--- config.mk ---
export PLATFORM = sky130hd
export DESIGN_NAME = sol1_microsequencer_flat
export DESIGN_NICKNAME = d
export VERILOG_FILES = /design/src/rtl/sol1_microsequencer_pkg.sv /design/src/rtl/sol1_microsequencer_if.sv /design/src/rtl/sol1_useq_cond.sv /design/src/rtl/sol1_microsequencer.sv /design/src/flat_wrapper.sv
export SDC_FILE = /design/constraint.sdc
export NUM_CORES = 1
export LEC_CHECK = 0
export BUFFER_PORTS_ARGS = -buffer_cell sky130_fd_sc_hd__buf_2
export CORE_ASPECT_RATIO = 1.1
export CORE_MARGIN = 2
export CORE_UTILIZATION = 39
export DETAILED_ROUTE_END_ITERATION = 12
export PLACE_DENSITY = 0.69
export SLEW_MARGIN = 20
export SYNTH_ARGS = -nofsm -noshare
export SYNTH_HDL_FRONTEND = slang
export SYNTH_SLANG_ARGS = --single-unit
--- constraint.sdc ---
create_clock -name clk -period 5.4 [get_ports clk]
set_input_delay 0.27 -clock clk [delete_from_list [all_inputs] [get_ports clk]]
set_output_delay 0.27 -clock clk [all_outputs]
set_load 0.01 [all_outputs]
--- src/rtl/sol1_microsequencer_pkg.sv ---
// pa_microcode: shared constants and types for the microcode sequencer.
//   - Micro-address layout {esc_page, opcode, cycle} and its widths.
//   - Entry addresses of the fetch, interrupt and DMA routines.
//   - Control-word sequencing types (typ field) and condition selector codes.
// Optional feature macro (used by the sequencer files): SOL1_USEQ_TRACE_EN.
package pa_microcode;

    localparam int OPC_W       = 8;
    localparam int CYC_W       = 6;
    localparam int UADDR_W     = 1 + OPC_W + CYC_W;
    localparam int TRACE_DEPTH = 8;

    localparam logic [UADDR_W-1:0] FETCH_ENTRY = 15'h0000;
    localparam logic [UADDR_W-1:0] INT_ENTRY   = 15'h0040;
    localparam logic [UADDR_W-1:0] DMA_ENTRY   = 15'h0080;

    typedef enum logic [1:0] {
        TYP_OFFSET    = 2'b00,
        TYP_BRANCH    = 2'b01,
        TYP_PREFETCH  = 2'b10,
        TYP_POSTFETCH = 2'b11
    } typ_e;

    // Codes 0..6 evaluate against the flag set chosen by cond_flag_src.
    localparam logic [3:0] COND_ZF    = 4'd0;
    localparam logic [3:0] COND_CF    = 4'd1;
    localparam logic [3:0] COND_SF    = 4'd2;
    localparam logic [3:0] COND_OF    = 4'd3;
    localparam logic [3:0] COND_LE    = 4'd4;   // ZF | (SF ^ OF)
    localparam logic [3:0] COND_LT    = 4'd5;   // SF ^ OF
    localparam logic [3:0] COND_BE    = 4'd6;   // CF | ZF
    localparam logic [3:0] COND_DMA   = 4'd7;
    localparam logic [3:0] COND_MODE  = 4'd8;
    localparam logic [3:0] COND_WAIT  = 4'd9;
    localparam logic [3:0] COND_INT   = 4'd10;  // int_pending & irq_en
    localparam logic [3:0] COND_DIR   = 4'd11;
    localparam logic [3:0] COND_IR0   = 4'd12;
    localparam logic [3:0] COND_ZZ    = 4'd13;  // st_zf & u_zf
    localparam logic [3:0] COND_FALSE = 4'd14;
    localparam logic [3:0] COND_TRUE  = 4'd15;

endpackage

--- src/rtl/sol1_microsequencer_if.sv ---
// sol1_microsequencer_if: bundle between the control-word/CPU side (master)
// and the microsequencer (slave).
//   master drives: control-word sequencing fields (typ, u_offset, cond_*,
//     escape), ir_opcode, status and micro flags, CPU status inputs, hold.
//   slave drives: u_addr (registered), cond_true (combinational), esc_page.
//   With SOL1_USEQ_TRACE_EN: master drives trace_idx, slave drives trace_data.
// Handshake: there is no valid/ready pair. Every clk edge with hold=0 consumes
// the control word present on the fields and registers a new u_addr; hold=1
// stalls the sequencer. u_addr is always valid and its ROM word is expected
// back on the fields combinationally within the same cycle.
interface sol1_microsequencer_if;
    import pa_microcode::*;

    logic [1:0]         typ;
    logic [6:0]         u_offset;
    logic               cond_invert;
    logic               cond_flag_src;
    logic [3:0]         cond_sel;
    logic               escape;
    logic [OPC_W-1:0]   ir_opcode;
    logic               st_zf, st_cf, st_sf, st_of;
    logic               u_zf, u_cf, u_sf, u_of;
    logic               dma_req, int_pending, irq_en, cpu_mode, cpu_dir, ext_wait;
    logic               hold;
    logic [UADDR_W-1:0] u_addr;
    logic               cond_true;
    logic               esc_page;
`ifdef SOL1_USEQ_TRACE_EN
    logic [2:0]           trace_idx;
    logic [2*UADDR_W-1:0] trace_data;

    modport master (
        output typ, u_offset, cond_invert, cond_flag_src, cond_sel, escape, ir_opcode,
        output st_zf, st_cf, st_sf, st_of, u_zf, u_cf, u_sf, u_of,
        output dma_req, int_pending, irq_en, cpu_mode, cpu_dir, ext_wait, hold,
        output trace_idx,
        input  u_addr, cond_true, esc_page, trace_data
    );
    modport slave (
        input  typ, u_offset, cond_invert, cond_flag_src, cond_sel, escape, ir_opcode,
        input  st_zf, st_cf, st_sf, st_of, u_zf, u_cf, u_sf, u_of,
        input  dma_req, int_pending, irq_en, cpu_mode, cpu_dir, ext_wait, hold,
        input  trace_idx,
        output u_addr, cond_true, esc_page, trace_data
    );
`else
    modport master (
        output typ, u_offset, cond_invert, cond_flag_src, cond_sel, escape, ir_opcode,
        output st_zf, st_cf, st_sf, st_of, u_zf, u_cf, u_sf, u_of,
        output dma_req, int_pending, irq_en, cpu_mode, cpu_dir, ext_wait, hold,
        input  u_addr, cond_true, esc_page
    );
    modport slave (
        input  typ, u_offset, cond_invert, cond_flag_src, cond_sel, escape, ir_opcode,
        input  st_zf, st_cf, st_sf, st_of, u_zf, u_cf, u_sf, u_of,
        input  dma_req, int_pending, irq_en, cpu_mode, cpu_dir, ext_wait, hold,
        output u_addr, cond_true, esc_page
    );
`endif

endinterface

--- src/rtl/sol1_useq_cond.sv ---
// sol1_useq_cond: combinational branch-condition mux with optional inversion.
//   cond_sel_i      condition code (see COND_* in pa_microcode)
//   cond_flag_src_i 0 = status flags, 1 = micro flags, for codes 0..6
//   cond_invert_i   inverts the selected condition
//   st_*_i, u_*_i   status and micro flags
//   dma_req_i .. ir0_i  CPU status inputs
//   cond_true_o     selected condition XOR cond_invert_i
module sol1_useq_cond
    import pa_microcode::*;
(
    input  logic [3:0] cond_sel_i,
    input  logic       cond_flag_src_i,
    input  logic       cond_invert_i,
    input  logic       st_zf_i,
    input  logic       st_cf_i,
    input  logic       st_sf_i,
    input  logic       st_of_i,
    input  logic       u_zf_i,
    input  logic       u_cf_i,
    input  logic       u_sf_i,
    input  logic       u_of_i,
    input  logic       dma_req_i,
    input  logic       int_pending_i,
    input  logic       irq_en_i,
    input  logic       cpu_mode_i,
    input  logic       cpu_dir_i,
    input  logic       ext_wait_i,
    input  logic       ir0_i,
    output logic       cond_true_o
);

    logic f_zf, f_cf, f_sf, f_of;
    logic c;

    assign f_zf = cond_flag_src_i ? u_zf_i : st_zf_i;
    assign f_cf = cond_flag_src_i ? u_cf_i : st_cf_i;
    assign f_sf = cond_flag_src_i ? u_sf_i : st_sf_i;
    assign f_of = cond_flag_src_i ? u_of_i : st_of_i;

    always_comb begin
        c = 1'b0;
        case (cond_sel_i)
            COND_ZF:    c = f_zf;
            COND_CF:    c = f_cf;
            COND_SF:    c = f_sf;
            COND_OF:    c = f_of;
            COND_LE:    c = f_zf | (f_sf ^ f_of);
            COND_LT:    c = f_sf ^ f_of;
            COND_BE:    c = f_cf | f_zf;
            COND_DMA:   c = dma_req_i;
            COND_MODE:  c = cpu_mode_i;
            COND_WAIT:  c = ext_wait_i;
            COND_INT:   c = int_pending_i & irq_en_i;
            COND_DIR:   c = cpu_dir_i;
            COND_IR0:   c = ir0_i;
            COND_ZZ:    c = st_zf_i & u_zf_i;   // always both sets, ignores cond_flag_src
            COND_FALSE: c = 1'b0;
            COND_TRUE:  c = 1'b1;
            default:    c = 1'b0;
        endcase
    end

    assign cond_true_o = c ^ cond_invert_i;

endmodule

--- src/rtl/sol1_microsequencer.sv ---
// sol1_microsequencer: generates the registered micro-address for the microcode
// ROM, one microinstruction per clock.
//   clk, rst_n   clock, synchronous active-low reset (wins over hold)
//   bus (slave)  control-word fields, flags and CPU status in;
//                u_addr / cond_true / esc_page out
// Optional macro SOL1_USEQ_TRACE_EN adds an 8-entry trace of non-sequential
// transfers {from, to}, read by bus.trace_idx (0 = newest) on bus.trace_data.
module sol1_microsequencer
    import pa_microcode::*;
(
    input  logic                 clk,
    input  logic                 rst_n,
    sol1_microsequencer_if.slave bus
);

    logic [UADDR_W-1:0] u_addr_q, u_addr_d;
    logic               esc_page_q, esc_page_d;
    logic [UADDR_W-1:0] seq_addr;
    logic [UADDR_W-1:0] off_addr;
    logic               cond_true;
    typ_e               typ;

    assign typ = typ_e'(bus.typ);

    sol1_useq_cond u_cond (
        .cond_sel_i      (bus.cond_sel),
        .cond_flag_src_i (bus.cond_flag_src),
        .cond_invert_i   (bus.cond_invert),
        .st_zf_i         (bus.st_zf),
        .st_cf_i         (bus.st_cf),
        .st_sf_i         (bus.st_sf),
        .st_of_i         (bus.st_of),
        .u_zf_i          (bus.u_zf),
        .u_cf_i          (bus.u_cf),
        .u_sf_i          (bus.u_sf),
        .u_of_i          (bus.u_of),
        .dma_req_i       (bus.dma_req),
        .int_pending_i   (bus.int_pending),
        .irq_en_i        (bus.irq_en),
        .cpu_mode_i      (bus.cpu_mode),
        .cpu_dir_i       (bus.cpu_dir),
        .ext_wait_i      (bus.ext_wait),
        .ir0_i           (bus.ir_opcode[0]),
        .cond_true_o     (cond_true)
    );

    // Both adders wrap modulo 2^UADDR_W by construction.
    assign seq_addr = u_addr_q + UADDR_W'(1);
    assign off_addr = u_addr_q + {{(UADDR_W-7){bus.u_offset[6]}}, bus.u_offset};

    always_comb begin
        u_addr_d   = u_addr_q;
        esc_page_d = esc_page_q;
        if (!bus.hold) begin
            case (typ)
                TYP_OFFSET: begin
                    u_addr_d = cond_true ? off_addr : seq_addr;
                end
                TYP_BRANCH: begin
                    // Jump stays inside the current opcode slot.
                    u_addr_d = cond_true ? {u_addr_q[UADDR_W-1:CYC_W], bus.u_offset[CYC_W-1:0]}
                                         : seq_addr;
                end
                TYP_PREFETCH: begin
                    // DMA and interrupts are only recognised here, between instructions.
                    if (bus.dma_req) begin
                        u_addr_d = DMA_ENTRY;
                    end else if (bus.int_pending && bus.irq_en) begin
                        u_addr_d = INT_ENTRY;
                    end else begin
                        u_addr_d = FETCH_ENTRY;
                    end
                    esc_page_d = 1'b0;
                end
                TYP_POSTFETCH: begin
                    if (bus.escape) begin
                        // Escape prefix: fetch the second opcode byte on the upper page.
                        u_addr_d   = FETCH_ENTRY + UADDR_W'(1);
                        esc_page_d = 1'b1;
                    end else begin
                        u_addr_d   = {esc_page_q, bus.ir_opcode, {CYC_W{1'b0}}};
                        esc_page_d = 1'b0;
                    end
                end
                default: begin
                    u_addr_d = seq_addr;
                end
            endcase
        end
    end

    always_ff @(posedge clk) begin
        if (!rst_n) begin
            u_addr_q   <= FETCH_ENTRY;
            esc_page_q <= 1'b0;
        end else begin
            u_addr_q   <= u_addr_d;
            esc_page_q <= esc_page_d;
        end
    end

    assign bus.u_addr    = u_addr_q;
    assign bus.esc_page  = esc_page_q;
    assign bus.cond_true = cond_true;

`ifdef SOL1_USEQ_TRACE_EN
    logic [2*UADDR_W-1:0] trace_q [TRACE_DEPTH];
    logic [2:0]           wr_ptr_q;
    logic [2:0]           rd_ptr;
    logic                 trace_wr;

    // Record every transfer that is not a plain sequential step.
    assign trace_wr = !bus.hold && (u_addr_d != seq_addr);

    always_ff @(posedge clk) begin
        if (!rst_n) begin
            wr_ptr_q <= 3'd0;
            for (int i = 0; i < TRACE_DEPTH; i++) begin
                trace_q[i] <= '0;
            end
        end else if (trace_wr) begin
            trace_q[wr_ptr_q] <= {u_addr_q, u_addr_d};
            wr_ptr_q          <= wr_ptr_q + 3'd1;
        end
    end

    // 3-bit arithmetic gives the circular wrap; idx 0 is the newest entry.
    assign rd_ptr         = wr_ptr_q - 3'd1 - bus.trace_idx;
    assign bus.trace_data = trace_q[rd_ptr];
`endif

endmodule

--- src/flat_wrapper.sv ---
// flat-port wrapper written by rule: the top's interface ports become plain ports
module sol1_microsequencer_flat import pa_microcode::*;
  (clk, rst_n, bus_typ, bus_u_offset, bus_cond_invert, bus_cond_flag_src, bus_cond_sel, bus_escape, bus_ir_opcode, bus_st_zf, bus_st_cf, bus_st_sf, bus_st_of, bus_u_zf, bus_u_cf, bus_u_sf, bus_u_of, bus_dma_req, bus_int_pending, bus_irq_en, bus_cpu_mode, bus_cpu_dir, bus_ext_wait, bus_hold, bus_u_addr, bus_cond_true, bus_esc_page);
  sol1_microsequencer_if bus_i ();
  input  logic clk;
  input  logic rst_n;
  input wire logic [$bits(bus_i.typ)-1:0] bus_typ;
  input wire logic [$bits(bus_i.u_offset)-1:0] bus_u_offset;
  input wire logic [$bits(bus_i.cond_invert)-1:0] bus_cond_invert;
  input wire logic [$bits(bus_i.cond_flag_src)-1:0] bus_cond_flag_src;
  input wire logic [$bits(bus_i.cond_sel)-1:0] bus_cond_sel;
  input wire logic [$bits(bus_i.escape)-1:0] bus_escape;
  input wire logic [$bits(bus_i.ir_opcode)-1:0] bus_ir_opcode;
  input wire logic [$bits(bus_i.st_zf)-1:0] bus_st_zf;
  input wire logic [$bits(bus_i.st_cf)-1:0] bus_st_cf;
  input wire logic [$bits(bus_i.st_sf)-1:0] bus_st_sf;
  input wire logic [$bits(bus_i.st_of)-1:0] bus_st_of;
  input wire logic [$bits(bus_i.u_zf)-1:0] bus_u_zf;
  input wire logic [$bits(bus_i.u_cf)-1:0] bus_u_cf;
  input wire logic [$bits(bus_i.u_sf)-1:0] bus_u_sf;
  input wire logic [$bits(bus_i.u_of)-1:0] bus_u_of;
  input wire logic [$bits(bus_i.dma_req)-1:0] bus_dma_req;
  input wire logic [$bits(bus_i.int_pending)-1:0] bus_int_pending;
  input wire logic [$bits(bus_i.irq_en)-1:0] bus_irq_en;
  input wire logic [$bits(bus_i.cpu_mode)-1:0] bus_cpu_mode;
  input wire logic [$bits(bus_i.cpu_dir)-1:0] bus_cpu_dir;
  input wire logic [$bits(bus_i.ext_wait)-1:0] bus_ext_wait;
  input wire logic [$bits(bus_i.hold)-1:0] bus_hold;
  output wire logic [$bits(bus_i.u_addr)-1:0] bus_u_addr;
  output wire logic [$bits(bus_i.cond_true)-1:0] bus_cond_true;
  output wire logic [$bits(bus_i.esc_page)-1:0] bus_esc_page;
  assign bus_i.typ = bus_typ;
  assign bus_i.u_offset = bus_u_offset;
  assign bus_i.cond_invert = bus_cond_invert;
  assign bus_i.cond_flag_src = bus_cond_flag_src;
  assign bus_i.cond_sel = bus_cond_sel;
  assign bus_i.escape = bus_escape;
  assign bus_i.ir_opcode = bus_ir_opcode;
  assign bus_i.st_zf = bus_st_zf;
  assign bus_i.st_cf = bus_st_cf;
  assign bus_i.st_sf = bus_st_sf;
  assign bus_i.st_of = bus_st_of;
  assign bus_i.u_zf = bus_u_zf;
  assign bus_i.u_cf = bus_u_cf;
  assign bus_i.u_sf = bus_u_sf;
  assign bus_i.u_of = bus_u_of;
  assign bus_i.dma_req = bus_dma_req;
  assign bus_i.int_pending = bus_int_pending;
  assign bus_i.irq_en = bus_irq_en;
  assign bus_i.cpu_mode = bus_cpu_mode;
  assign bus_i.cpu_dir = bus_cpu_dir;
  assign bus_i.ext_wait = bus_ext_wait;
  assign bus_i.hold = bus_hold;
  assign bus_u_addr = bus_i.u_addr;
  assign bus_cond_true = bus_i.cond_true;
  assign bus_esc_page = bus_i.esc_page;
  sol1_microsequencer u_core (.clk(clk), .rst_n(rst_n), .bus(bus_i));
endmodule
---- Yosys cells after proc, flatten, opt, wreduce, memory -nomap -nowiden ----
Cells that the tools add are included.
storage, ports and cells
  bits in registers ....................... 16
  bits of input ports ..................... 41
  output and inout bits ................... 17
  word-level logic and storage cells ...... 50
operators by class
  $add $sub $neg .......................... 2
  equality and inequality tests ........... 19
  mux-type cells .......................... 13
  bitwise logic cells ..................... 7
  reduce and logical (&&, ||, !) cells .... 6
operator list
  cell                                           number
  2-to-1 mux 15 bit                              4
  case mux 15 bit (4 select lines)               1
  == test 4 bit, second input constant           8
  == test 4 x 3 -> 1 bit, second input constant  4
  case mux 1 bit (16 select lines)               1
  adder 15 x 1 -> 15 bit, second input constant  1
  adder 15 bit                                   1
  == test 4 x 2 -> 1 bit, second input constant  2
  2-to-1 mux 7 bit                               1
  2-to-1 mux 1 bit                               5
  == test 2 bit, second input constant           2
  == test 4 x 1 -> 1 bit, second input constant  1
  logical NOT 4 bit                              1
  AND reduction 2 bit                            2
  AND 1 bit                                      2
  == test 2 x 1 -> 1 bit, second input constant  1
  logical NOT 2 bit                              1
  inequality test 2 bit, second input constant   1
  bitwise OR 1 bit                               2
  case mux 1 bit (2 select lines)                1
  nonzero test 2 bit                             1
  bitwise XOR 1 bit                              2
  logical AND 1 bit                              1
  inverter 1 bit                                 1

---- Longest topological paths before layout ----
Gate-level depths: netlist of the first run.
  word-level depth ........................ 7
  depth in mapped cells ................... 10
  gate-level depth less buffers ........... 10

---- By module ----
Synthesis of the first run repeated with hierarchy kept, for this count alone.
second synthesis, totals
  cell total of the unflattened synthesis .. 309
  area total of the unflattened synthesis .. 2,258.4 µm²
by module, submodules not included
  module               times used  cells each  area each (µm²)  sequential area each (µm²)
  sol1_microsequencer  1           273         2,020.7          320.3
  sol1_useq_cond       1           36          237.7            0.0

---- Worst setup path after synthesis of the first run ----
Ideal clock, no wire load.
  kind .................................... register to register
  start point ............................. reg u_core.u_addr_q[0], in the netlist u_core.bus.u_addr[0]
  end point ............................... reg u_core.u_addr_q[14], in the netlist u_core.bus.u_addr[14]
  library setup time ...................... 0.123 ns
  data arrival time ....................... 2.440 ns
  required time ........................... 5.277 ns
  setup slack ............................. 2.836 ns
  cell stages (with the launch flop) ...... 11
  buffers on the path ..................... 0
  period minus slack after synthesis ...... 2.564 ns
  cell sequence ........................... dfxtp_1 -> ha_1 -> inv_1 -> fa_1 -> nor2b_1 -> o31a_1 -> o21a_1 -> a21oi_1 -> or4b_2 -> nand3_1 -> a31oi_1
between the ends
  cells in the longest elaborated chain, start to end .. 3
  elaborated cells on any way between the ends .. 5
  those cells by class .................... add/sub (2); mux (3)
RTL lines
  element                                                 RTL line                                              text
  start: declaration                                      sol1_microsequencer.sv:16                             logic [UADDR_W-1:0] u_addr_q, u_addr_d;
  start signal: assignment                                sol1_microsequencer.sv:97                             u_addr_q <= u_addr_d;
  adder 15 x 1 -> 15 bit or adder 15 bit (tied branches)  sol1_microsequencer.sv:48, sol1_microsequencer.sv:49
  2-to-1 mux 15 bit, on equally long branches             sol1_microsequencer.sv:61, sol1_microsequencer.sv:57
  case mux 15 bit (4 select lines) (*)                    sol1_microsequencer.sv:55                             case (typ)
Every way passes the cells marked *; elsewhere a longest branch is shown, timed or not. The select of a mux whose other input is x is not followed.
A chain may end at the register's enable or synchronous reset.

---- Final worst setup path of the first run ----
Ends and elaborated chain as after synthesis.

==> results.json, run 1 <==
{
  "status": "completed",
  "crit_slowest_cell": "or4b_2",
  "cp_slowest_stage_delay_ns": 0.68,
  "start_util": 0.402,
  "final_cell_mix": "buf_2 (57), nand2_1 (24), nor2_1 (22)",
  "cp_max_fo": 6,
  "use_met1": 0.258,
  "finalInstanceArea_um2": 2650,
  "h-tree-depth": 1,
  "n_antenna_cell": 0,
  "setup_slack_ns": 2.47,
  "grt_use_total": 0.197,
  "ys_async_sr_fraction": 0,
  "hpwl_um": 5060,
  "ys_types": 67,
  "synth_nets": 360,
  "preCtsSetupSlack_ns": 2.55,
  "tightest_slew_ns": 0.751,
  "crit_chain": "ha_1 > inv_1 > fa_1 > nor2b_1 > o31a_1 > o21a_1 > a21oi_1 > or4b_2 > nand3_1 > a31oi_1",
  "setup_viol": 0,
  "netlist_area_um2": 2310,
  "cp-start-kind": "flop",
  "drive_above_1_share": 0.228,
  "ff2ff_setup_slack_ns": 2.47,
  "avgRoutedWirePerCell_um": 15.3,
  "cts_setup_buffers": 0,
  "cts_resized": 0,
  "ys.flop_type": "dfxtp_1",
  "post_dp_cell_area_um2": 2610,
  "vias": 2474,
  "worstReg2RegStart": "u_core.bus.u_addr[0]",
  "finalNetCount": 410,
  "final_max_slew_viol_count": 0,
  "met3_usage": 0.0237,
  "cts_buffers": 3,
  "die_h_um": 84.7,
  "area_growth_pct": 14.8,
  "cts.sinks": 16,
  "grt-ovfl-total": 0,
  "rsz0062_at_grt": "no",
  "cts_tree": "yes",
  "synth_edf_count": 0,
  "clockBufferDepth": 2,
  "min_path_cells": 3,
  "fin_tns_setup_ns": 0,
  "syn_inst": 303,
  "fp.dieW_um": 77.3,
  "wirelength_um": 6530,
  "synth_area_per_cell_um2": 7.61,
  "num_rows": 29,
  "worstPathArrival_ns": 3.04,
  "grtUsageMet2": 0.338,
  "drtIter0Drc": 115,
  "period_share": 0.543,
  "period_needed_ns": 2.93,
  "ant_nets": 0,
  "ios": 58,
  "worstSkewPairLatency_ns": 0.26,
  "grt_pass1_wl_um": 10700,
  "grt_max_degree": 21,
  "holdPathEnd": "u_core.bus.u_addr[10]",
  "root_buffer": "clkbuf_8",
  "max_freq_mhz": 341,
  "ys_ff_latch": 16,
  "irDropWorstVdd_mv": 0.0806,
  "r2r-end": "u_core.bus.u_addr[14]",
  "criticalPathCategory": "reg2reg",
  "required_ns": 5.51,
  "hold_viol_final": 0,
  "clk_pin_slew_ns": 0.07,
  "cap_violations": 0,
  "vias_per_cell": 5.78,
  "power.density_nw_per_um2": 173,
  "endpoint_kind": "flop",
  "hold_buffers": 0,
  "ys_warn_count": 0,
  "grt_pass1_vias": 2304,
  "p_leak_nw": 1.14,
  "antenna_found_initial": 0,
  "core_um2": 5730,
  "hold_path.class": "in2reg",
  "dieArea_um2": 6550,
  "clock-skew-final_ns": 0.00349,
  "maxSlewHeadroom": 0.497,
  "firstDrtPassIters": 5,
  "r2r_cells": 10,
  "gr-max-usage-layer": "met2",
  "final_common_cell": "buf_2",
  "final_core_util": 0.462,
  "drc": 0,
  "gp_congestion": 0.820,
  "numPortBuffers": 57,
  "yosysSeqAreaShare": 0.139,
  "hp-start": "bus_ir_opcode[4]"
}
## critical path: cells and delay by family, from the launching register on
| kind | cells | cell delay [ns] |
|---|---|---|
| compound gates | 4 | 0.64 |
| simple gates | 3 | 1.01 |
| flops | 1 | 0.42 |
| fa+ha+maj | 2 | 0.64 |
| buf+inv | 1 | 0.07 |
## flip-flops by register name, indices dropped and copies added (netlist names)
name,flops
u_core.bus.esc_page,1
u_core.bus.u_addr,15
## power breakdown
part	leakage (nW)	switching (W)	internal (W)
clock network	0.0216	0.0000460	0.0000497
registers	0.131	0.0000160	0.000127
logic	0.983	0.000126	0.0000932
## synth_stat cells (all sizes together), types with 6 or more instances
| cell | count | area share |
|---|---|---|
| o21ai | 21 | 0.046 |
| inv | 11 | 0.018 |
| buf | 8 | 0.029 |
| a211oi | 6 | 0.020 |
| a31oi | 15 | 0.041 |
| nand3 | 16 | 0.035 |
| nor3 | 13 | 0.035 |
| nand2 | 25 | 0.042 |
| nor2 | 23 | 0.041 |
| dfxtp | 16 | 0.14 |
| xnor2 | 7 | 0.030 |
| mux2i | 10 | 0.049 |
| xor2 | 14 | 0.053 |
| o21a | 7 | 0.023 |
| a21o | 7 | 0.023 |
| ha | 15 | 0.081 |
| nor3b | 6 | 0.029 |
| o31ai | 7 | 0.023 |
| a21oi | 15 | 0.033 |
## logic make-up after synthesis
kind of cell / Yosys count / share of synthesized area
simple gates: 113 / 0.270
compound gates: 102 / 0.310
buf+inv: 24 / 0.0548
xor+xnor: 21 / 0.0830
fa+ha+maj: 16 / 0.0900
flops: 16 / 0.139
mux: 11 / 0.0537
## final cells by class
class | count | area (um^2)
fillers | 615 | 3080
multi-input cells | 263 | 1860
flip-flops and latches | 16 | 320
repair buffers | 57 | 285
well taps | 77 | 96.3
inverters | 12 | 45.0
clock buffers | 3 | 41.3
## worst max path at each step
stage               slack [ns]                    end                 start
finish                    2.47  u_core.bus.u_addr[14]  u_core.bus.u_addr[0]
global route              2.36  u_core.bus.u_addr[14]  u_core.bus.u_addr[0]
CTS                       2.52  u_core.bus.u_addr[14]  u_core.bus.u_addr[0]
detailed placement        2.55  u_core.bus.u_addr[14]  u_core.bus.u_addr[0]
global placement          2.61  u_core.bus.u_addr[14]  u_core.bus.u_addr[0]
floorplan                 2.84  u_core.bus.u_addr[14]  u_core.bus.u_addr[0]
## per-stage QoR
stage | power (W) | cells | hold slack, ns
floorplan | 0.000305 | 303 | 0.408
global placement | 0.000359 | 425 | 0.537
detailed placement | 0.000362 | 425 | 0.540
CTS | 0.000455 | 428 | 0.274
global route | 0.000488 | 428 | 0.296
finish | 0.000459 | 428 | 0.268
## layer usage
layer	vias up	wire (um)
li1	1244	-
met1	1148	3030
met2	73	3020
met3	9	362
met4	0	126
met5	-	0
Note: power is estimated with default switching activity, not from simulation.
==> run 2: changes to the inputs <==
- clock period: 5.4 -> 3 ns (I/O delays scaled with it)
==> results.json, run 2 (synthesis results as in run 1) <==
{
  "holdPathEnd": "u_core.bus.u_addr[8]",
  "cts.sinks": 16,
  "status": "completed",
  "period_needed_ns": 2.76,
  "max_freq_mhz": 362,
  "grt_pass1_vias": 2323,
  "rsz0062_at_grt": "no",
  "cp_max_fo": 6,
  "cp-start-kind": "flop",
  "avgRoutedWirePerCell_um": 15.5,
  "grt_use_total": 0.206,
  "cap_violations": 0,
  "antenna_found_initial": 0,
  "hpwl_um": 5260,
  "cts_tree": "yes",
  "wirelength_um": 6740,
  "crit_cells": 10,
  "post_dp_cell_area_um2": 2650,
  "crit_chain": "ha_1 > inv_1 > fa_1 > nor2b_1 > o31a_1 > o21a_1 > a21oi_1 > or4b_2 > nand3_1 > a31oi_1",
  "clock-skew-final_ns": 0.00120,
  "min_path_cells": 3,
  "period_share": 0.920,
  "fillCellCount": 602,
  "finalInstanceArea_um2": 2700,
  "hold_buffers": 0,
  "tightest_slew_ns": 0.752,
  "power.density_nw_per_um2": 321,
  "n_antenna_cell": 0,
  "cts_resized": 0,
  "gp_congestion": 0.837,
  "multi_input_area_um2": 1860,
  "crit_family": "simple AND/OR/NAND/NOR gates",
  "finalNetCount": 415,
  "worstSkewPairLatency_ns": 0.25,
  "final_max_slew_viol_count": 0,
  "maxSlewHeadroom": 0.496,
  "drc": 0,
  "vias_per_cell": 5.75,
  "vias": 2494,
  "setup_viol": 0,
  "start_util": 0.402,
  "h-tree-depth": 1,
  "cp_slowest_stage_delay_ns": 0.67,
  "root_buffer": "clkbuf_8",
  "grt_max_degree": 21,
  "clockBufferDepth": 2,
  "final_cell_mix": "buf_2 (57), nand2_1 (24), nor2_1 (22)",
  "crit_buf_inv": 1,
  "cts_setup_buffers": 0,
  "ff2ff_setup_slack_ns": 0.24,
  "area_growth_pct": 17.1,
  "p_leak_nw": 1.17,
  "ant_nets": 0,
  "hold_viol_final": 0,
  "dieArea_um2": 6550,
  "fin_tns_setup_ns": 0,
  "worstReg2RegStart": "u_core.bus.u_addr[0]",
  "clk_pin_slew_ns": 0.07,
  "endpoint_kind": "flop",
  "final_cells": 434,
  "p_total_w": 0.000868,
  "largest_register_ffs": 15,
  "grt_pass1_wl_um": 11200,
  "worstPathArrival_ns": 2.88,
  "final_common_cell": "buf_2",
  "hold_path.class": "in2reg",
  "drtIter0Drc": 176,
  "hp-start": "bus_ir_opcode[2]",
  "cts_buffers": 3,
  "required_ns": 3.12,
  "crit_slowest_cell": "or4b_2",
  "fp.dieW_um": 77.3,
  "ios": 58,
  "dp.cells": 430,
  "r2r_cells": 10,
  "num_rows": 29,
  "die_h_um": 84.7,
  "core_um2": 5730,
  "regArea_um2": 322,
  "criticalPathCategory": "reg2reg",
  "grt-ovfl-total": 0,
  "drive_above_1_share": 0.244,
  "irDropWorstVdd_mv": 0.182,
  "r2r-end": "u_core.bus.u_addr[14]",
  "numPortBuffers": 57,
  "firstDrtPassIters": 4
}
run 2: how the worst max path moves through the flow:
stage | startpoint | to | slack, ns
CTS | u_core.bus.u_addr[0] | u_core.bus.u_addr[14] | 0.18
finish | u_core.bus.u_addr[0] | u_core.bus.u_addr[14] | 0.24
global placement | u_core.bus.u_addr[0] | u_core.bus.u_addr[14] | 0.27
detailed placement | u_core.bus.u_addr[0] | u_core.bus.u_addr[14] | 0.22
global route | u_core.bus.u_addr[0] | u_core.bus.u_addr[14] | 0.05
floorplan | u_core.bus.u_addr[0] | u_core.bus.u_addr[14] | 0.44
run 2: final cells by class:
class	instances	share of cell area
repair buffers	62	0.119
multi-input cells	263	0.689
inverters	12	0.0167
flip-flops and latches	16	0.119
well taps	77	0.0357
clock buffers	4	0.0204
run 2: worst register-to-register path, delay by kind of cell, from the launching register on:
kind	cells	cell delay [ns]
compound gates	4	0.62
simple gates	3	0.94
flops	1	0.38
buf+inv	1	0.07
fa+ha+maj	2	0.61
run 2: power by group:
group          switching [W]  internal [W]
clock              0.0000864      0.000117
combinational       0.000237      0.000176
sequential         0.0000236      0.000229
total               0.000347      0.000522
run 2: per-layer routing:
metal / vias up / track usage / part of all wire / wire length [um]
li1: 1259 / - / - / -
met1: 1149 / 0.276 / 0.45 / 3050
met2: 82 / 0.364 / 0.49 / 3270
met3: 4 / 0.0118 / 0.054 / 364
met4: 0 / 0.0455 / 0.0086 / 58
met5: - / 0 / 0 / 0
run 2: per-stage QoR:
stage | hold WS (ns) | worst slack [ns] | utilization
2_1_floorplan | 0.288 | 0.436 | -
3_3_place_gp | 0.414 | 0.272 | 0.461
3_5_place_dp | 0.419 | 0.219 | 0.461
4_1_cts | 0.149 | 0.183 | 0.471
5_1_grt | 0.170 | 0.0489 | 0.471
6_report | 0.146 | 0.240 | 0.471
